### src/rtl/pll_rst_seq.sv
// -----------------------------------------------------------------------------
// pll_rst_seq
// Reset sequencer for a PLL's RST/LOCK interface. It drives the PLL reset and
// synchronizes the PLL lock. Once lock has been stable long enough, it releases
// the system reset for logic on the PLL output clocks. On a lock loss or a lock
// timeout it pulses the PLL reset again and retries. After MAX_RETRY
// consecutive timeouts it latches a fault.
//
// Ports:
//   clk        - free-running reference clock (also the PLL input clock)
//   rst        - asynchronous active-high reset
//   pll_lock   - PLL lock, asynchronous to clk
//   pll_rst    - PLL reset, active-high
//   sys_rst    - downstream system reset, active-high, low only in RUN
//   pll_ok     - high only in RUN
//   fail       - latched fault, high only in FAIL
//   relock_cnt - saturating count of lock losses seen while in RUN
//   state_dbg  - current state code (0..4)
// -----------------------------------------------------------------------------
module pll_rst_seq #(
   parameter int unsigned RST_CYCLES    = 16,
   parameter int unsigned LOCK_TIMEOUT  = 50000,
   parameter int unsigned STABLE_CYCLES = 1024,
   parameter int unsigned MAX_RETRY     = 4,
   parameter int unsigned CNT_W         = 8
) (
   input  logic             clk,
   input  logic             rst,
   input  logic             pll_lock,
   output logic             pll_rst,
   output logic             sys_rst,
   output logic             pll_ok,
   output logic             fail,
   output logic [CNT_W-1:0] relock_cnt,
   output logic [2:0]       state_dbg
);

   localparam int unsigned TMR_MAX0 = (RST_CYCLES > LOCK_TIMEOUT) ? RST_CYCLES : LOCK_TIMEOUT;
   localparam int unsigned TMR_MAX  = (TMR_MAX0 > STABLE_CYCLES) ? TMR_MAX0 : STABLE_CYCLES;
   localparam int unsigned TMR_W    = $clog2(TMR_MAX + 1);

   typedef enum logic [2:0] {
      StPllRst    = 3'd0,
      StWaitLock  = 3'd1,
      StStableChk = 3'd2,
      StRun       = 3'd3,
      StFail      = 3'd4
   } state_t;

   state_t             r_state;
   state_t             w_state_nxt;
   logic [TMR_W-1:0]   r_timer;
   logic [TMR_W-1:0]   w_timer_nxt;
   logic [3:0]         r_retry;
   logic [3:0]         w_retry_nxt;
   logic [3:0]         w_retry_inc;
   logic [CNT_W-1:0]   r_relock_cnt;
   logic [CNT_W-1:0]   w_cnt_nxt;
   logic               r_sync1;
   logic               r_lock_s;
   logic               r_pll_rst;
   logic               r_sys_rst;
   logic               r_pll_ok;
   logic               r_fail;

   assign w_retry_inc = r_retry + 4'd1;

   always_comb begin
      w_state_nxt = r_state;
      w_retry_nxt = r_retry;
      w_cnt_nxt   = r_relock_cnt;
      unique case (r_state)
         StPllRst: begin
            if (r_timer == TMR_W'(RST_CYCLES - 1)) w_state_nxt = StWaitLock;
         end
         StWaitLock: begin
            // Lock takes priority over a timeout on the same cycle.
            if (r_lock_s) begin
               w_state_nxt = StStableChk;
            end else if (r_timer == TMR_W'(LOCK_TIMEOUT - 1)) begin
               w_retry_nxt = w_retry_inc;
               w_state_nxt = (w_retry_inc == 4'(MAX_RETRY)) ? StFail : StPllRst;
            end
         end
         StStableChk: begin
            // A drop during qualification restarts the wait; it is not a retry.
            if (!r_lock_s) begin
               w_state_nxt = StWaitLock;
            end else if (r_timer == TMR_W'(STABLE_CYCLES - 1)) begin
               w_state_nxt = StRun;
               w_retry_nxt = 4'd0;
            end
         end
         StRun: begin
            if (!r_lock_s) begin
               w_state_nxt = StPllRst;
               if (r_relock_cnt != {CNT_W{1'b1}}) w_cnt_nxt = r_relock_cnt + CNT_W'(1);
            end
         end
         StFail: begin
            w_state_nxt = StFail;
         end
         default: begin
            w_state_nxt = StPllRst;
         end
      endcase

      // The timer is unused in RUN and FAIL, so it is held there.
      if (w_state_nxt != r_state) begin
         w_timer_nxt = '0;
      end else if (r_state == StRun || r_state == StFail) begin
         w_timer_nxt = r_timer;
      end else begin
         w_timer_nxt = r_timer + TMR_W'(1);
      end
   end

   always_ff @(posedge clk or posedge rst) begin
      if (rst) begin
         r_sync1      <= 1'b0;
         r_lock_s     <= 1'b0;
         r_state      <= StPllRst;
         r_timer      <= '0;
         r_retry      <= 4'd0;
         r_relock_cnt <= '0;
         r_pll_rst    <= 1'b1;
         r_sys_rst    <= 1'b1;
         r_pll_ok     <= 1'b0;
         r_fail       <= 1'b0;
      end else begin
         r_sync1      <= pll_lock;
         r_lock_s     <= r_sync1;
         r_state      <= w_state_nxt;
         r_timer      <= w_timer_nxt;
         r_retry      <= w_retry_nxt;
         r_relock_cnt <= w_cnt_nxt;
         // Outputs decode the next state so they change with the state register.
         r_pll_rst    <= (w_state_nxt == StPllRst) || (w_state_nxt == StFail);
         r_sys_rst    <= (w_state_nxt != StRun);
         r_pll_ok     <= (w_state_nxt == StRun);
         r_fail       <= (w_state_nxt == StFail);
      end
   end

   assign pll_rst    = r_pll_rst;
   assign sys_rst    = r_sys_rst;
   assign pll_ok     = r_pll_ok;
   assign fail       = r_fail;
   assign relock_cnt = r_relock_cnt;
   assign state_dbg  = r_state;

endmodule

### config.mk
export PLATFORM = sky130hd
export DESIGN_NAME = pll_rst_seq
export DESIGN_NICKNAME = d
export VERILOG_FILES = /design/src/rtl/pll_rst_seq.sv
export SDC_FILE = /design/constraint.sdc
export NUM_CORES = 1
export LEC_CHECK = 0
export CAP_MARGIN = 30
export CORE_MARGIN = 4
export CORE_UTILIZATION = 61
export CTS_CLUSTER_DIAMETER = 40
export DETAILED_ROUTE_END_ITERATION = 6
export GPL_TIMING_DRIVEN = 0
export PLACE_DENSITY = 0.84
export SLEW_MARGIN = 15
export SYNTH_ARGS = -nofsm -noshare
export SYNTH_HDL_FRONTEND = slang
export SYNTH_SLANG_ARGS = --single-unit
### constraint.sdc
create_clock -name clk -period 3.9 [get_ports clk]
set_input_delay 1.17 -clock clk [delete_from_list [all_inputs] [get_ports clk]]
set_output_delay 1.17 -clock clk [all_outputs]
set_load 0.005 [all_outputs]
[Word-level counts from Yosys, hierarchy flattened]
Cells that the tools add are included.
Operators by class
  $add $sub $neg: 3
  equality and inequality tests: 18
  multiplexer cells: 15
  bitwise operators: 1
  reductions and logical operators: 7
Operators by type and width (count)
  $mux W16: 2
  $mux W3: 7
  $add A16 B1 Y16 const B: 1
  $eq A16 B10 Y1 const B: 1
  $eq A16 B16 Y1 const B: 1
  $eq A16 B4 Y1 const B: 1
  $mux W4: 4
  $pmux W3 S5: 1
  $ne A2 B2 Y1 const B: 5
  $eq A3 B2 Y1 const B: 3
  $add A8 B1 Y8 const B: 1
  $ne A8 B8 Y1 const B: 1
  $pmux W4 S2: 1
  $eq A3 B3 Y1 const B: 2
  $logic_not A3 Y1: 2
  $reduce_and A5 Y1: 1
  $add A4 B1 Y4 const B: 1
  $eq A4 B3 Y1 const B: 1
  $eq A3 B1 Y1 const B: 1
  $ne A3 B2 Y1 const B: 1
  $ne A3 B3 Y1: 1
  $reduce_and A3 Y1: 1
  $logic_or A1 B1 Y1: 2
  $reduce_bool A2 Y1: 1
  $not A1 Y1: 1
Word-level totals
  flip-flop bits (word level): 37
  input port bits: 3
  output and inout bits: 15
  word-level logic and storage cells: 54

[Longest topological paths before layout]
Gate-level depths: netlist of run 1.
  depth in word-level cells: 8
  mapped depth: 7
  mapped depth without buffers: 6

[Least setup slack after synthesis of run 1]
No wires, ideal clock.
  path type: register to register
  start point: register r_timer[0]
  end point: register r_timer[1]
  setup time: 0.080 ns
  arrival time: 1.659 ns
  required time: 3.820 ns
  setup slack: 2.161 ns
  cell stages (with the launch flop): 8
  buffers on the path: 1
  period minus slack after synthesis: 1.739 ns
  cell sequence: dfrtp_1 ha_1 and3_1 nand4_1 a21oi_1 o31a_2 buf_6 nor3b_2
Between the ends
  cells in the longest elaborated chain, start to end: 6
  elaborated cells on any way between the ends: 14
  those cells by class: add/sub (1); eq/ne (5); mux (8)
RTL lines
  start: declaration: line 52  | logic [TMR_W-1:0] r_timer;
  start signal: assignment: line 134  | r_timer <= w_timer_nxt;
  $eq A16 B10 Y1 or $eq A16 B16 Y1 (tied branches): line 89, 80
  $mux W3, on equally long branches: line 89, 80
  $mux W3, on equally long branches: line 87, 78
  $pmux W3 S5: line 72  | unique case (r_state)
  $ne A3 B3 Y1: line 109  | if (w_state_nxt != r_state) begin
  $ne A2 B2 Y1 (no source line) or $mux W16 (tied branches)
Several ways; a longest one is shown, not always the timed one. The select of a mux whose other input is x is not followed.
A chain may end at the register's enable or synchronous reset.

[Worst setup path in the final report of run 1]
  start point: register r_pll_rst, in the netlist pll_rst
  end point: output pll_rst
RTL lines
  start: declaration: line 61  | logic r_pll_rst;
  start signal: assignment: line 138  | r_pll_rst <= (w_state_nxt == StPllRst) || (w_state_nxt == StFail);
  end: declaration: line 30  | output logic pll_rst,
No word-level cell between the ends.

==> results of run 1 <==
-- sequential cells by signal (all words and copies together), names as in the netlist --
| name | flops |
|---|---|
| fail | 1 |
| r_sync1 | 1 |
| r_retry | 4 |
| pll_ok | 1 |
| state_dbg | 3 |
| relock_cnt | 8 |
| r_timer | 16 |
| pll_rst | 1 |
| sys_rst | 1 |
| r_lock_s | 1 |
-- synth_stat cells, drive strengths merged, types with 3 or more instances --
master	instances
dfrtp	35
nand2	22
nor2	15
nand3	13
xnor2	11
xor2	11
nand4	9
buf	7
nor3b	7
and4	6
nor3	5
nor4	5
a21oi	4
and2	4
inv	4
o21ai	4
ha	3
nor2b	3
-- cells in the final DEF (no fill, tap or decap), types with 3 or more instances in the layout --
cell / Yosys / layout
sky130_fd_sc_hd__a21oi_1: 3 / 3
sky130_fd_sc_hd__and2_1: 4 / 4
sky130_fd_sc_hd__and4_1: 4 / 4
sky130_fd_sc_hd__buf_2: 3 / 3
sky130_fd_sc_hd__buf_4: 3 / 3
sky130_fd_sc_hd__clkbuf_4: 0 / 5
sky130_fd_sc_hd__clkdlybuf4s50_1: 0 / 17
sky130_fd_sc_hd__dfrtp_1: 35 / 35
sky130_fd_sc_hd__ha_1: 3 / 3
sky130_fd_sc_hd__inv_1: 4 / 3
sky130_fd_sc_hd__nand2_1: 22 / 22
sky130_fd_sc_hd__nand3_1: 13 / 13
sky130_fd_sc_hd__nand4_1: 8 / 8
sky130_fd_sc_hd__nor2_1: 15 / 15
sky130_fd_sc_hd__nor2b_1: 3 / 3
sky130_fd_sc_hd__nor3_1: 5 / 5
sky130_fd_sc_hd__nor3b_2: 5 / 5
sky130_fd_sc_hd__nor4_1: 4 / 4
sky130_fd_sc_hd__xnor2_1: 11 / 11
sky130_fd_sc_hd__xor2_1: 11 / 11
-- layout make-up --
class | instances | area [um2] | share of cell area (%)
Clock buffer | 8 | 58.8 | 2.55
Sequential cell | 37 | 928 | 40.3
Tap cell | 44 | 55.1 | 2.39
Multi-Input combinational cell | 145 | 1030 | 44.6
Inverter | 4 | 15.0 | 0.652
Buffer | 7 | 48.8 | 2.12
Timing Repair Buffer | 17 | 170 | 7.39
-- logic make-up after synthesis --
family | count (synthesis) | share of synthesized area (%)
AND/OR/NAND/NOR | 105 | 33.7
multiplexers | 2 | 1.05
buffers and inverters | 11 | 3.16
AO/OA/AOI/OAI | 13 | 4.71
flip-flops | 37 | 46.0
adder cells (fa/ha/maj) | 3 | 1.86
XOR/XNOR | 22 | 9.55
-- per-layer routing --
metal	up-vias	part of all wire [%]	global-route usage [%]
li1	736	-	-
met1	728	42	25.6
met2	41	52	36.0
met3	7	4.8	5.81
met4	0	1.8	8.55
met5	-	0	0
-- worst reg2reg max path: stages (launching register included) --
cell	delay, ns
sky130_fd_sc_hd__dfrtp_1	0.43
sky130_fd_sc_hd__ha_1	0.25
sky130_fd_sc_hd__and3_1	0.24
sky130_fd_sc_hd__and4_2	0.29
sky130_fd_sc_hd__a21oi_2	0.30
sky130_fd_sc_hd__buf_4	0.22
sky130_fd_sc_hd__a21boi_0	0.18
-- power groups by stage --
stage / Combinational [mW] / Sequential [mW] / Clock, mW
2_1_floorplan: 0.229 / 0.478 / 0
3_3_place_gp: 0.312 / 0.481 / 0
3_5_place_dp: 0.319 / 0.487 / 0
4_1_cts: 0.321 / 0.480 / 0.215
5_1_grt: 0.365 / 0.488 / 0.241
6_report: 0.318 / 0.479 / 0.211
-- how the worst max path moves through the flow --
stage,start,to,slack [ns]
3_3_place_gp,rst,r_timer[0],1.18
2_1_floorplan,rst,fail,1.90
5_1_grt,pll_rst,pll_rst,1.29
4_1_cts,pll_rst,pll_rst,1.34
6_report,pll_rst,pll_rst,1.36
3_5_place_dp,pll_rst,pll_rst,1.72
-- stage by stage --
| stage | util (%) | hold slack [ns] | instance area (um2) | total power, mW | std cells |
|---|---|---|---|---|---|
| detailed placement | 72.3 | 0.337 | 2240 | 0.806 | 254 |
| finish | 74.2 | 0.363 | 2300 | 1.01 | 262 |
| floorplan | - | 0.331 | 2020 | 0.707 | 193 |
| CTS | 74.2 | 0.370 | 2300 | 1.02 | 262 |
| global placement | 72.3 | 0.334 | 2240 | 0.793 | 254 |
| global route | 74.2 | 0.399 | 2300 | 1.09 | 262 |
==> flow_summary.ini, run 1 <==
[clock_tree]
clock_path_buffers = 2
cts_root_buf = sky130_fd_sc_hd__clkbuf_4
number_of_buffers_added_by_the_clock_tree_synthesis_step = 5
cts_max_level = 2
clock_latency_ns = 0.35
cts_tree = yes
clock_sink_count = 37
ctsHoldBuffers = 0
cts_post_setup_buffers_inserted = 0
cts.reportedPaths.clkPinSlew_ns = 0.10
cts_resized = 0

[final_layout]
finish.net_count = 223
fillers = 250
antenna_cells = 0
layout-area-overhead-vs-synth_pct = 14.1
post_route_cells_drive_above_1_share_pct = 16.5

[drt]
drtPass1Iterations = 4
dr_total_vias = 1512
drcViolationCount = 0
wl_um = 3820
drt_iter0_markers = 82
vias_per_cell = 5.77
detail_route.wl_per_cell_um = 14.6
final_antenna_net_count = 0

[timing]
finalMaxSlewViolations = 0
finClkSkew_ns = 0.00966
worst_slack_ns = 1.36
worst_slew_margin_rel_pct = 50.7
worst-slew-pin-transition_ns = 0.739
finalCritPeriodShare_pct = 65.0
hold_viol_final = 0
maximum_clock_rate_ghz = 0.394
fin_tns_setup_ns = 0
finalSetupViolations = 0
min_period_ns = 2.54
grt_setup_unrepaired = no

[critical_path]
timing.critical_path.buf_inv = 1
timing.critical_path.slowest_cell_delay_ns = 0.53
rr_startpoint = r_timer[0]
endpoint_kind = primary output
ff2ff_setup_slack_ns = 1.92
cp.arrival_ns = 1.37
critical_path.startpoint_type = flop
path_delay_family = flip-flops
critPathRequiredTime_ns = 2.73
critical-path-slowest-cell = sky130_fd_sc_hd__dfstp_2
r2r_end = r_timer[12]
critical_path.cell_chain = clkdlybuf4s50_1
cell_depth_of_the_worst_setup_path = 1
crit_fanout = 1
path_class = reg2out
r2r_cells = 6

[hold_path]
worst_hold_path_type = reg2reg
min-delay-start = r_sync1
worstHoldEndpoint = r_lock_s
min_delay_path_depth = 0

[synth]
ys_seq_area_share_pct = 46.0
synth_async_sr_flop_share_pct = 100
postSynth.topFlopCell = sky130_fd_sc_hd__dfrtp_1
yosys.area.top_type_share_pct = 43.4
synth-edff-count = 0
synthesis.yosys.warnings = 0
post_synth_inst_count = 193
syn-mean-instance-area_um2 = 10.5
netlist.top_cell.by_area = sky130_fd_sc_hd__dfrtp_1
yosys.cell_types.count = 49
ys_ff_latch = 37
syn-num-nets = 199
synth_area_leaders = sky130_fd_sc_hd__dfrtp_1 43%, sky130_fd_sc_hd__xnor2_1 4.8%, sky130_fd_sc_hd__xor2_1 4.8%
post_synthesis_cell_area_mm2 = 0.00202

[placement]
input_output_buffers = 17
hpwl_um = 2850
gp_congestion = 0.857
pre_cts_slack_ns = 1.72

[die]
fp.dieW_um = 65.5
fp-row-count = 20
die_area_mm2 = 0.00429
floorplan_die_height_um = 65.5
effective_utilization_at_floorplan_pct = 65.0
num_io_pins = 18
core_mm2 = 0.00310

[power_and_ir_drop]
peakVddDrop_v = 0.000254
switchingPower_mw = 0.338
power_leakage_nw = 1.02
seq_power_share_pct = 47.5
switching_power_as_a_share_of_total_power_pct = 33.6
power.internal_mw = 0.669
clock_power_share_pct = 20.9
power.combinational.fraction_pct = 31.5
power.density_mw_per_mm2 = 438

[grt]
grt_pass1_vias = 1440
globalRouteOverflowTotal = 0
grt_util_all_layers_pct = 21.3
antenna_found_initial = 0
global_route_wire_length_before_repair_um = 6910
grt_max_degree = 38

[job]
drv_cap = 0

[outcome]
status = finished, final reports clean
Power figures use the tool's default switching activity.
==> inputs of run 2 (changes only) <==
Settings changed: CORE_UTILIZATION 61 to 57, PLACE_DENSITY 0.84 to 0.79.
Clock period 3.9 ns to 2.4 ns, I/O delays scaled along.
==> run 2 against run 1 <==
- flip-flop and latch count is the same
- largest power group unchanged
- combinational power increased by 66%
- global-route usage shrank 0.81 points
- first-iteration DRC count grew 23%
- critical path type unchanged
- critical endpoint is now relock_cnt[2]
==> flow_summary.ini, run 2 (synthesized netlist as in run 1, its figures left out) <==
[job]
drv_cap = 0

[drt]
wl_um = 3970
detail_route.wl_per_cell_um = 15.1
drt_iter0_markers = 101
final_antenna_net_count = 0
drcViolationCount = 0
dr_total_vias = 1475
vias_per_cell = 5.59
drtPass1Iterations = 4

[clock_tree]
cts_root_buf = sky130_fd_sc_hd__clkbuf_4
ctsHoldBuffers = 0
cts.reportedPaths.clkPinSlew_ns = 0.11
number_of_buffers_added_by_the_clock_tree_synthesis_step = 5
cts_max_level = 2
cts_tree = yes
clock_sink_count = 37
cts_post_setup_buffers_inserted = 0
clock_latency_ns = 0.35
cts_resized = 0
clock_path_buffers = 2

[die]
floorplan_die_height_um = 67.5
num_io_pins = 18
core_mm2 = 0.00339
die_area_mm2 = 0.00456
fp.dieW_um = 67.5
effective_utilization_at_floorplan_pct = 59.5
fp-row-count = 21

[grt]
globalRouteMet1Util_pct = 25.5
antenna_found_initial = 0
gr-usage-met2_pct = 34.1
globalRouteOverflowTotal = 0
global_route_wire_length_before_repair_um = 6960
grt_pass1_vias = 1499
grt_max_degree = 38
grt_use_met3_pct = 3.99
grt_util_all_layers_pct = 20.5
grt_most_used_layer = met2

[hold_path]
min_delay_path_depth = 0
worst_hold_path_type = reg2reg
min-delay-start = r_sync1
worstHoldEndpoint = r_lock_s

[timing]
hold_viol_final = 0
finClkSkew_ns = 0.0119
min_period_ns = 2.09
finalCritPeriodShare_pct = 87.1
finalMaxSlewViolations = 0
finalSetupViolations = 0
grt_setup_unrepaired = no
worst_slew_margin_rel_pct = 49.7
maximum_clock_rate_ghz = 0.479
worst-slew-pin-transition_ns = 0.753
hold_ws_ns = 0.358
fin_tns_setup_ns = 0

[final_layout]
largest_register_ffs = 16
post_route_cells_drive_above_1_share_pct = 16.5
antenna_cells = 0
layout_common_cells = 35 x sky130_fd_sc_hd__dfrtp_1, 22 x sky130_fd_sc_hd__nand2_1, 17 x sky130_fd_sc_hd__clkdlybuf4s50_1
layout-area-overhead-vs-synth_pct = 14.2
finish.net_count = 223
layout_commonest_cell = sky130_fd_sc_hd__dfrtp_1
largest_register = r_timer

[power_and_ir_drop]
power.density_mw_per_mm2 = 714
peakVddDrop_v = 0.000526
power_leakage_nw = 1.02

[critical_path]
cp.arrival_ns = 1.37
r2r_cells = 6
critical-path-slowest-cell = sky130_fd_sc_hd__clkdlybuf4s50_1
critical_path.cell_chain = clkdlybuf4s50_1
endpoint_kind = primary output
ff2ff_setup_slack_ns = 0.44
critPathRequiredTime_ns = 1.68
rr_startpoint = r_timer[0]
timing.critical_path.slowest_cell_delay_ns = 0.55
critical_path.startpoint_type = flop
path_class = reg2out
r2r_end = r_timer[12]
crit_fanout = 6
timing.critical_path.buf_inv = 1
path_delay_family = buffers and inverters

[placement]
input_output_buffers = 17
hpwl_um = 2940
gp_congestion = 0.858

[outcome]
status = finished, final reports clean
-- run 2: cell counts in the layout (fill, tap and decap cells not counted) --
No cell type changed its count.
-- run 2: area by class of cell --
class / count / area [um2]
multi-input combinational: 145 / 1030
timing repair buffer: 17 / 170
fill: 269 / 1080
buffer: 7 / 48.8
inverter: 4 / 15.0
sequential: 37 / 928
tap: 46 / 57.6
clock buffer: 8 / 58.8
-- run 2: how the worst max path moves through the flow --
stage,from,end,slack [ns],cells past startpoint
6_report,relock_cnt[2],relock_cnt[2],0.31,1
2_1_floorplan,r_timer[0],r_timer[1],0.66,7
4_1_cts,sys_rst,sys_rst,0.30,1
3_3_place_gp,rst,r_retry[2],0.14,2
5_1_grt,relock_cnt[2],relock_cnt[2],0.26,1
3_5_place_dp,r_timer[0],r_timer[12],0.45,6
-- run 2: through the flow --
step	cells	setup slack [ns]	utilization (%)	instance area, um2	total power, mW
6_report	264	0.310	68.0	2300	1.65
2_1_floorplan	193	0.661	-	2020	1.15
4_1_cts	264	0.298	68.0	2300	1.67
5_1_grt	264	0.256	68.0	2300	1.76
3_3_place_gp	256	0.144	66.3	2250	1.29
3_5_place_dp	256	0.454	66.3	2250	1.32
-- run 2: per-layer routing --
metal  vias to the layer above  part of all wire [%]
met5                         -                     0
met4                         0                   1.8
met3                         9                   3.2
met2                        29                    51
met1                       708                    44
li1                        729                     -
-- run 2: power by group --
part           switching [mW]  internal, mW
clock network           0.196         0.145
registers              0.0771         0.699
logic                   0.284         0.245
==> inputs of run 3 (changes only) <==
Clock period 2.4 ns to 2.3 ns, I/O delays scaled along.
==> results of run 3 <==
Same layout as run 2 (identical final DEF). Status: finished, final reports clean.
Among the figures that moved: setup slack after placement 0.454 ns -> 0.354 ns; setup slack after layout 0.310 ns -> 0.240 ns; register-to-register setup slack 0.44 ns -> 0.34 ns; total power 1.65 mW -> 1.72 mW; worst IR drop on VDD 0.000526 V -> 0.000549 V
